<file path="src/rtl/parking_pkg.sv">
// Shared types and constants for the parking pass keypad entry block.
// Segment encodings are active-low, bit order {g,f,e,d,c,b,a}.
package parking_pkg;

    typedef enum logic [1:0] {
        StIdle,
        StGot1,
        StGot2,
        StSend
    } entry_state_e;

    localparam logic [6:0] Seg0     = 7'b1000000;
    localparam logic [6:0] Seg1     = 7'b1111001;
    localparam logic [6:0] Seg2     = 7'b0100100;
    localparam logic [6:0] Seg3     = 7'b0110000;
    localparam logic [6:0] Seg4     = 7'b0011001;
    localparam logic [6:0] Seg5     = 7'b0010010;
    localparam logic [6:0] Seg6     = 7'b0000010;
    localparam logic [6:0] Seg7     = 7'b1111000;
    localparam logic [6:0] Seg8     = 7'b0000000;
    localparam logic [6:0] Seg9     = 7'b0010000;
    localparam logic [6:0] SegP     = 7'b0001100;
    localparam logic [6:0] SegBlank = 7'b1111111;

    localparam logic [3:0] CodeP     = 4'hA;
    localparam logic [3:0] CodeBlank = 4'hF;

    // Display shows how many digits are held, or "P" while the code is offered.
    function automatic logic [3:0] state_to_code(entry_state_e st);
        logic [3:0] code;
        code = CodeBlank;
        unique case (st)
            StIdle:  code = 4'd0;
            StGot1:  code = 4'd1;
            StGot2:  code = 4'd2;
            StSend:  code = CodeP;
            default: code = CodeBlank;
        endcase
        return code;
    endfunction

endpackage

</file>
<file path="src/rtl/parking_pass_entry_if.sv">
// Keypad strobes and gate-controller handshake for parking_pass_entry.
// The gate/keypad side uses master; the entry block uses slave.
interface parking_pass_entry_if;

    logic       key_valid;
    logic [1:0] key_code;
    logic       key_enter;
    logic       key_clear;
    logic       pass_ready;
    logic       pass_valid;
    logic [1:0] pass_1;
    logic [1:0] pass_2;
    logic       entry_busy;
    logic       timeout_pulse;
    logic [6:0] HEX_E;

    modport master (
        output key_valid,
        output key_code,
        output key_enter,
        output key_clear,
        output pass_ready,
        input  pass_valid,
        input  pass_1,
        input  pass_2,
        input  entry_busy,
        input  timeout_pulse,
        input  HEX_E
    );

    modport slave (
        input  key_valid,
        input  key_code,
        input  key_enter,
        input  key_clear,
        input  pass_ready,
        output pass_valid,
        output pass_1,
        output pass_2,
        output entry_busy,
        output timeout_pulse,
        output HEX_E
    );

endinterface

</file>
<file path="src/rtl/seg7_decoder.sv">
// 4-bit code to active-low seven-segment pattern: 0-9, "P" and blank.
module seg7_decoder
    import parking_pkg::*;
(
    input  logic [3:0] code_i,
    output logic [6:0] seg_o
);

    always_comb begin
        seg_o = SegBlank;
        case (code_i)
            4'd0:    seg_o = Seg0;
            4'd1:    seg_o = Seg1;
            4'd2:    seg_o = Seg2;
            4'd3:    seg_o = Seg3;
            4'd4:    seg_o = Seg4;
            4'd5:    seg_o = Seg5;
            4'd6:    seg_o = Seg6;
            4'd7:    seg_o = Seg7;
            4'd8:    seg_o = Seg8;
            4'd9:    seg_o = Seg9;
            CodeP:   seg_o = SegP;
            default: seg_o = SegBlank;
        endcase
    end

endmodule

</file>
<file path="src/rtl/parking_pass_entry.sv">
// Two-digit keypad entry with inactivity timeout; offers the finished code to
// the gate controller over a valid/ready handshake. All outputs are registered.
module parking_pass_entry
    import parking_pkg::*;
#(
    parameter int unsigned TIMEOUT_CYCLES = 1000
) (
    input logic                 clock_in,
    input logic                 rst_in,
    parking_pass_entry_if.slave bus
);

    localparam int unsigned TimerW =
        ($clog2(TIMEOUT_CYCLES) > 0) ? $clog2(TIMEOUT_CYCLES) : 1;
    localparam logic [TimerW-1:0] TimerMax = TimerW'(TIMEOUT_CYCLES - 1);

    entry_state_e      state_q, state_d;
    logic [1:0]        pass_1_q, pass_1_d;
    logic [1:0]        pass_2_q, pass_2_d;
    logic [TimerW-1:0] timer_q, timer_d;
    logic              timeout_q, timeout_d;
    logic              pass_valid_q, pass_valid_d;
    logic              busy_q, busy_d;
    logic [6:0]        hex_q, hex_d;

    logic key_event;
    logic timer_expired;

    assign key_event     = bus.key_valid | bus.key_enter | bus.key_clear;
    assign timer_expired = (timer_q == TimerMax);

    always_comb begin
        state_d   = state_q;
        pass_1_d  = pass_1_q;
        pass_2_d  = pass_2_q;
        timer_d   = timer_q;
        timeout_d = 1'b0;

        unique case (state_q)
            StIdle: begin
                if (!bus.key_clear && bus.key_valid) begin
                    pass_1_d = bus.key_code;
                    timer_d  = '0;
                    state_d  = StGot1;
                end
            end
            StGot1: begin
                if (bus.key_clear) begin
                    state_d  = StIdle;
                    pass_1_d = '0;
                    pass_2_d = '0;
                    timer_d  = '0;
                end else if (bus.key_valid) begin
                    // A simultaneous enter is dropped: the second digit wins.
                    pass_2_d = bus.key_code;
                    timer_d  = '0;
                    state_d  = StGot2;
                end else if (timer_expired && !key_event) begin
                    state_d   = StIdle;
                    pass_1_d  = '0;
                    pass_2_d  = '0;
                    timer_d   = '0;
                    timeout_d = 1'b1;
                end else if (!timer_expired) begin
                    timer_d = timer_q + 1'b1;
                end
            end
            StGot2: begin
                if (bus.key_clear) begin
                    state_d  = StIdle;
                    pass_1_d = '0;
                    pass_2_d = '0;
                    timer_d  = '0;
                end else if (bus.key_enter) begin
                    state_d = StSend;
                    timer_d = '0;
                end else if (timer_expired && !key_event) begin
                    state_d   = StIdle;
                    pass_1_d  = '0;
                    pass_2_d  = '0;
                    timer_d   = '0;
                    timeout_d = 1'b1;
                end else if (!timer_expired) begin
                    // Extra digit keys are ignored and do not restart the timer.
                    timer_d = timer_q + 1'b1;
                end
            end
            StSend: begin
                if (bus.pass_ready) begin
                    state_d  = StIdle;
                    pass_1_d = '0;
                    pass_2_d = '0;
                end
            end
            default: begin
                state_d  = StIdle;
                pass_1_d = '0;
                pass_2_d = '0;
                timer_d  = '0;
            end
        endcase

        pass_valid_d = (state_d == StSend);
        busy_d       = (state_d != StIdle);
    end

    seg7_decoder u_seg7_decoder (
        .code_i (state_to_code(state_d)),
        .seg_o  (hex_d)
    );

    always_ff @(posedge clock_in) begin
        if (rst_in) begin
            state_q      <= StIdle;
            pass_1_q     <= '0;
            pass_2_q     <= '0;
            timer_q      <= '0;
            timeout_q    <= 1'b0;
            pass_valid_q <= 1'b0;
            busy_q       <= 1'b0;
            hex_q        <= Seg0;
        end else begin
            state_q      <= state_d;
            pass_1_q     <= pass_1_d;
            pass_2_q     <= pass_2_d;
            timer_q      <= timer_d;
            timeout_q    <= timeout_d;
            pass_valid_q <= pass_valid_d;
            busy_q       <= busy_d;
            hex_q        <= hex_d;
        end
    end

    assign bus.pass_valid    = pass_valid_q;
    assign bus.pass_1        = pass_1_q;
    assign bus.pass_2        = pass_2_q;
    assign bus.entry_busy    = busy_q;
    assign bus.timeout_pulse = timeout_q;
    assign bus.HEX_E         = hex_q;

endmodule

</file>
<file path="src/flat_wrapper.sv">
// flat-port wrapper written by rule: the top's interface ports become plain ports
module parking_pass_entry_flat import parking_pkg::*;
#(
    parameter int unsigned TIMEOUT_CYCLES = 1000
)
  (clock_in, rst_in, bus_key_valid, bus_key_code, bus_key_enter, bus_key_clear, bus_pass_ready, bus_pass_valid, bus_pass_1, bus_pass_2, bus_entry_busy, bus_timeout_pulse, bus_HEX_E);
  parking_pass_entry_if bus_i ();
  input logic clock_in;
  input logic rst_in;
  input wire logic [$bits(bus_i.key_valid)-1:0] bus_key_valid;
  input wire logic [$bits(bus_i.key_code)-1:0] bus_key_code;
  input wire logic [$bits(bus_i.key_enter)-1:0] bus_key_enter;
  input wire logic [$bits(bus_i.key_clear)-1:0] bus_key_clear;
  input wire logic [$bits(bus_i.pass_ready)-1:0] bus_pass_ready;
  output wire logic [$bits(bus_i.pass_valid)-1:0] bus_pass_valid;
  output wire logic [$bits(bus_i.pass_1)-1:0] bus_pass_1;
  output wire logic [$bits(bus_i.pass_2)-1:0] bus_pass_2;
  output wire logic [$bits(bus_i.entry_busy)-1:0] bus_entry_busy;
  output wire logic [$bits(bus_i.timeout_pulse)-1:0] bus_timeout_pulse;
  output wire logic [$bits(bus_i.HEX_E)-1:0] bus_HEX_E;
  assign bus_i.key_valid = bus_key_valid;
  assign bus_i.key_code = bus_key_code;
  assign bus_i.key_enter = bus_key_enter;
  assign bus_i.key_clear = bus_key_clear;
  assign bus_i.pass_ready = bus_pass_ready;
  assign bus_pass_valid = bus_i.pass_valid;
  assign bus_pass_1 = bus_i.pass_1;
  assign bus_pass_2 = bus_i.pass_2;
  assign bus_entry_busy = bus_i.entry_busy;
  assign bus_timeout_pulse = bus_i.timeout_pulse;
  assign bus_HEX_E = bus_i.HEX_E;
  parking_pass_entry #(.TIMEOUT_CYCLES(TIMEOUT_CYCLES)) u_core (.clock_in(clock_in), .rst_in(rst_in), .bus(bus_i));
endmodule
</file>
<file path="config.mk">
export PLATFORM = sky130hd
export DESIGN_NAME = parking_pass_entry_flat
export DESIGN_NICKNAME = d
export VERILOG_FILES = /design/src/rtl/parking_pkg.sv /design/src/rtl/parking_pass_entry_if.sv /design/src/rtl/seg7_decoder.sv /design/src/rtl/parking_pass_entry.sv /design/src/flat_wrapper.sv
export SDC_FILE = /design/constraint.sdc
export NUM_CORES = 1
export LEC_CHECK = 0
export CAP_MARGIN = 20
export CORE_MARGIN = 5
export CORE_UTILIZATION = 54
export DETAILED_ROUTE_END_ITERATION = 12
export HOLD_SLACK_MARGIN = 0.1
export PLACE_DENSITY = 0.84
export SLEW_MARGIN = 30
export SYNTH_ARGS = -nofsm -noshare
export SYNTH_HDL_FRONTEND = slang
export SYNTH_SLANG_ARGS = --single-unit
</file>
<file path="constraint.sdc">
create_clock -name clock_in -period 2.63 [get_ports clock_in]
set_input_delay 0.3945 -clock clock_in [delete_from_list [all_inputs] [get_ports clock_in]]
set_output_delay 0.3945 -clock clock_in [all_outputs]
set_load 0.05 [all_outputs]
</file>
==> impl_metrics.tcl <==
set metrics [dict create \
    status "completed" \
    crit_fanout 6 \
    vias 1321 \
    cts.sinks 24 \
    cp.required_ns 2.89 \
    cts_buffer_depth 2 \
    syn_inst 164 \
    antenna_found_initial 0 \
    first_iter_violations 68 \
    tightestPinTransition_ns 0.511 \
    postCtsHoldBufs 0 \
    max_freq_mhz 422 \
    synth-edff-count 0 \
    ys_seq_elements 24 \
    swShare 0.297 \
    skew_ns 0.00761 \
    avgSynthCellArea_um2 9.32 \
    drt-pass1-iter-count 4 \
    cts_root_buffer "clkbuf_4" \
    cts_tree "built" \
    power.internal_w 0.000490 \
    grt_setup_unrepaired "false" \
    wl_per_cell_um 15.2 \
    power_w 0.000698 \
    synth_cell_types 53 \
    finalCritPeriodShare 0.901 \
    synth_area_um2 1530 \
    grt-ovfl-total 0 \
    grt_first_pass_wirelength_mm 5.73 \
    gp_congestion 0.919 \
    end_kind "flop" \
    clkSlewWorstSetupHoldPaths_ns 0.13 \
    crit_type "flop to flop" \
    ir_worst_vdd_mv 0.310 \
    worstPathArrival_ns 2.63 \
    hp-class "flop to flop" \
    fin_nets 209 \
    io_pins 22 \
    synth_area_leaders "dfxtp_1, ha_1, a31oi_1, nand2_1, mux2i_1" \
    clock_latency_ns 0.31 \
    grt_pass1_vias 1293 \
    maxCapViolCount 0 \
    seq_area_frac_synth 0.314 \
    dieArea_um2 3990 \
    wirelength_mm 3.32 \
    finalSetupTns_ns 0 \
    cts_setup_buffers 0 \
    cts_buffers 3 \
    pwr-share-seq 0.544 \
    drive_gt1_frac 0.160 \
    diodes 0 \
    maxSlewViolCount 0 \
    p_sw_w 0.000208 \
    async_flop_share 0 \
    synth_nets 184 \
    synthTopCellsByCount "dfxtp_1, ha_1, nand2_1" \
    syn_to_final_growth_pct 18.4 \
    grt_max_degree 14 \
    rows 19 \
    fin_crit_ns 2.37 \
    grt_usage 0.172 \
    setup_viol 0 \
    powerDensity_nw_per_um2 386 \
    synth_ff_type "dfxtp_1" \
    start_kind "flop" \
    via_per_inst 6.06 \
    slew_headroom 0.659 \
    die_h_um 63.2 \
    io_buffers 21 \
    p_clk_frac 0.226 \
    die_width_um 63.2 \
    drc 0 \
    coreArea_um2 2730 \
    antenna_left 0 \
    synth_top_area_share 0.314 \
    yosys_warnings 0 \
    synth.most_common_cell "dfxtp_1" \
    dp_hpwl_mm 2.59 \
    leakage_nw 0.666 \
    power_frac_comb 0.230 \
    h-tree-depth 1 \
    start_util 0.559 \
    yosys.area.top_type "dfxtp_1" \
    hold_violations 0 \
]
## through the flow
step	cells	setup slack, ns	instance area [um^2]	util	hold WS (ns)
floorplan	164	0.463	1530	-	0.466
global placement	215	0.156	1780	0.652	0.461
detailed placement	215	0.0454	1780	0.652	0.478
CTS	218	0.239	1800	0.660	0.496
global route	218	0.0470	1810	0.662	0.536
finish	218	0.260	1810	0.662	0.493
## logic make-up after synthesis
logic type,synth area share
adder cells (fa/ha/maj),0.0983
buffers and inverters,0.0410
AND/OR/NAND/NOR,0.326
flip-flops,0.314
multiplexers,0.0336
AO/OA/AOI/OAI,0.187
## placed cells by master, fill, tap and decap left out, types with 5 or more instances in the layout
| cell | Yosys | layout |
|---|---|---|
| o21ai_0 | 6 | 6 |
| inv_1 | 6 | 6 |
| a31oi_1 | 8 | 8 |
| dfxtp_1 | 24 | 24 |
| nand2b_1 | 5 | 5 |
| nand4_1 | 5 | 5 |
| ha_1 | 12 | 12 |
| nand2_1 | 12 | 12 |
| nor2b_1 | 5 | 5 |
| nand3_1 | 8 | 8 |
| a21oi_1 | 7 | 7 |
| clkdlybuf4s50_1 | 0 | 21 |
| buf_4 | 3 | 6 |
| nor2_1 | 6 | 6 |
## state kept, by name (all words and copies together), names as in the netlist
signal                    count
u_core.bus.HEX_E              5
u_core.bus.entry_busy         1
u_core.bus.pass_1             2
u_core.bus.pass_2             2
u_core.bus.pass_valid         1
u_core.bus.timeout_pulse      1
u_core.state_q                2
u_core.timer_q               10
## final timing paths
| check | cells after the start | startpoint | slack (ns) | end |
|---|---|---|---|---|
| hold reg to reg | 2 | u_core.bus.pass_1[0]$_SDFFE_PP0P_ | 0.49 | u_core.bus.pass_1[0]$_SDFFE_PP0P_ |
| setup / recovery | 8 | u_core.state_q[0]$_SDFF_PP0_ | 0.26 | u_core.bus.HEX_E[1]$_SDFF_PP0_ |
| setup reg to reg | 8 | u_core.state_q[0]$_SDFF_PP0_ | 0.26 | u_core.bus.HEX_E[1]$_SDFF_PP0_ |
| hold / removal | 2 | u_core.bus.pass_1[0]$_SDFFE_PP0P_ | 0.49 | u_core.bus.pass_1[0]$_SDFFE_PP0P_ |
## final cells by class
cell class	count	area, um^2
multi-input cells	127	990
fillers	210	925
flip-flops and latches	24	480
repair buffers	27	255
well taps	31	38.8
clock buffers	3	22.5
inverters	6	22.5
## metal layers
metal	global-route usage	vias up	part of all wire	wire length (um)
li1	-	654	-	-
met5	0	-	0	0
met4	0.0649	0	0.013	42
met3	0.0302	6	0.040	132
met2	0.283	38	0.49	1620
met1	0.223	623	0.46	1530
## power by group through the flow
| stage | registers [W] | clock network, W | logic (W) |
|---|---|---|---|
| final | 0.000379 | 0.000158 | 0.000160 |
| after detailed placement | 0.000388 | 0 | 0.000160 |
| after global placement | 0.000387 | 0 | 0.000156 |
| after floorplan | 0.000412 | 0 | 0.0000869 |
| after CTS | 0.000380 | 0.000161 | 0.000160 |
| after global routing | 0.000381 | 0.000180 | 0.000172 |
## critical path: stages, from the launching register on
cell and delay (ns):
dfxtp_1 0.42, inv_1 0.10, ha_1 0.29, or2_2 0.34, a2111oi_2 0.47, or3_1 0.20, ha_1 0.17, nor2b_1 0.17
o211a_1 0.16
## timing repair
action / CTS / global route
resized for setup: 0 / 1
hold endpoints to repair: 0 / 0
setup endpoints to repair: 0 / 1
Note: power is estimated with default switching activity, not from simulation.
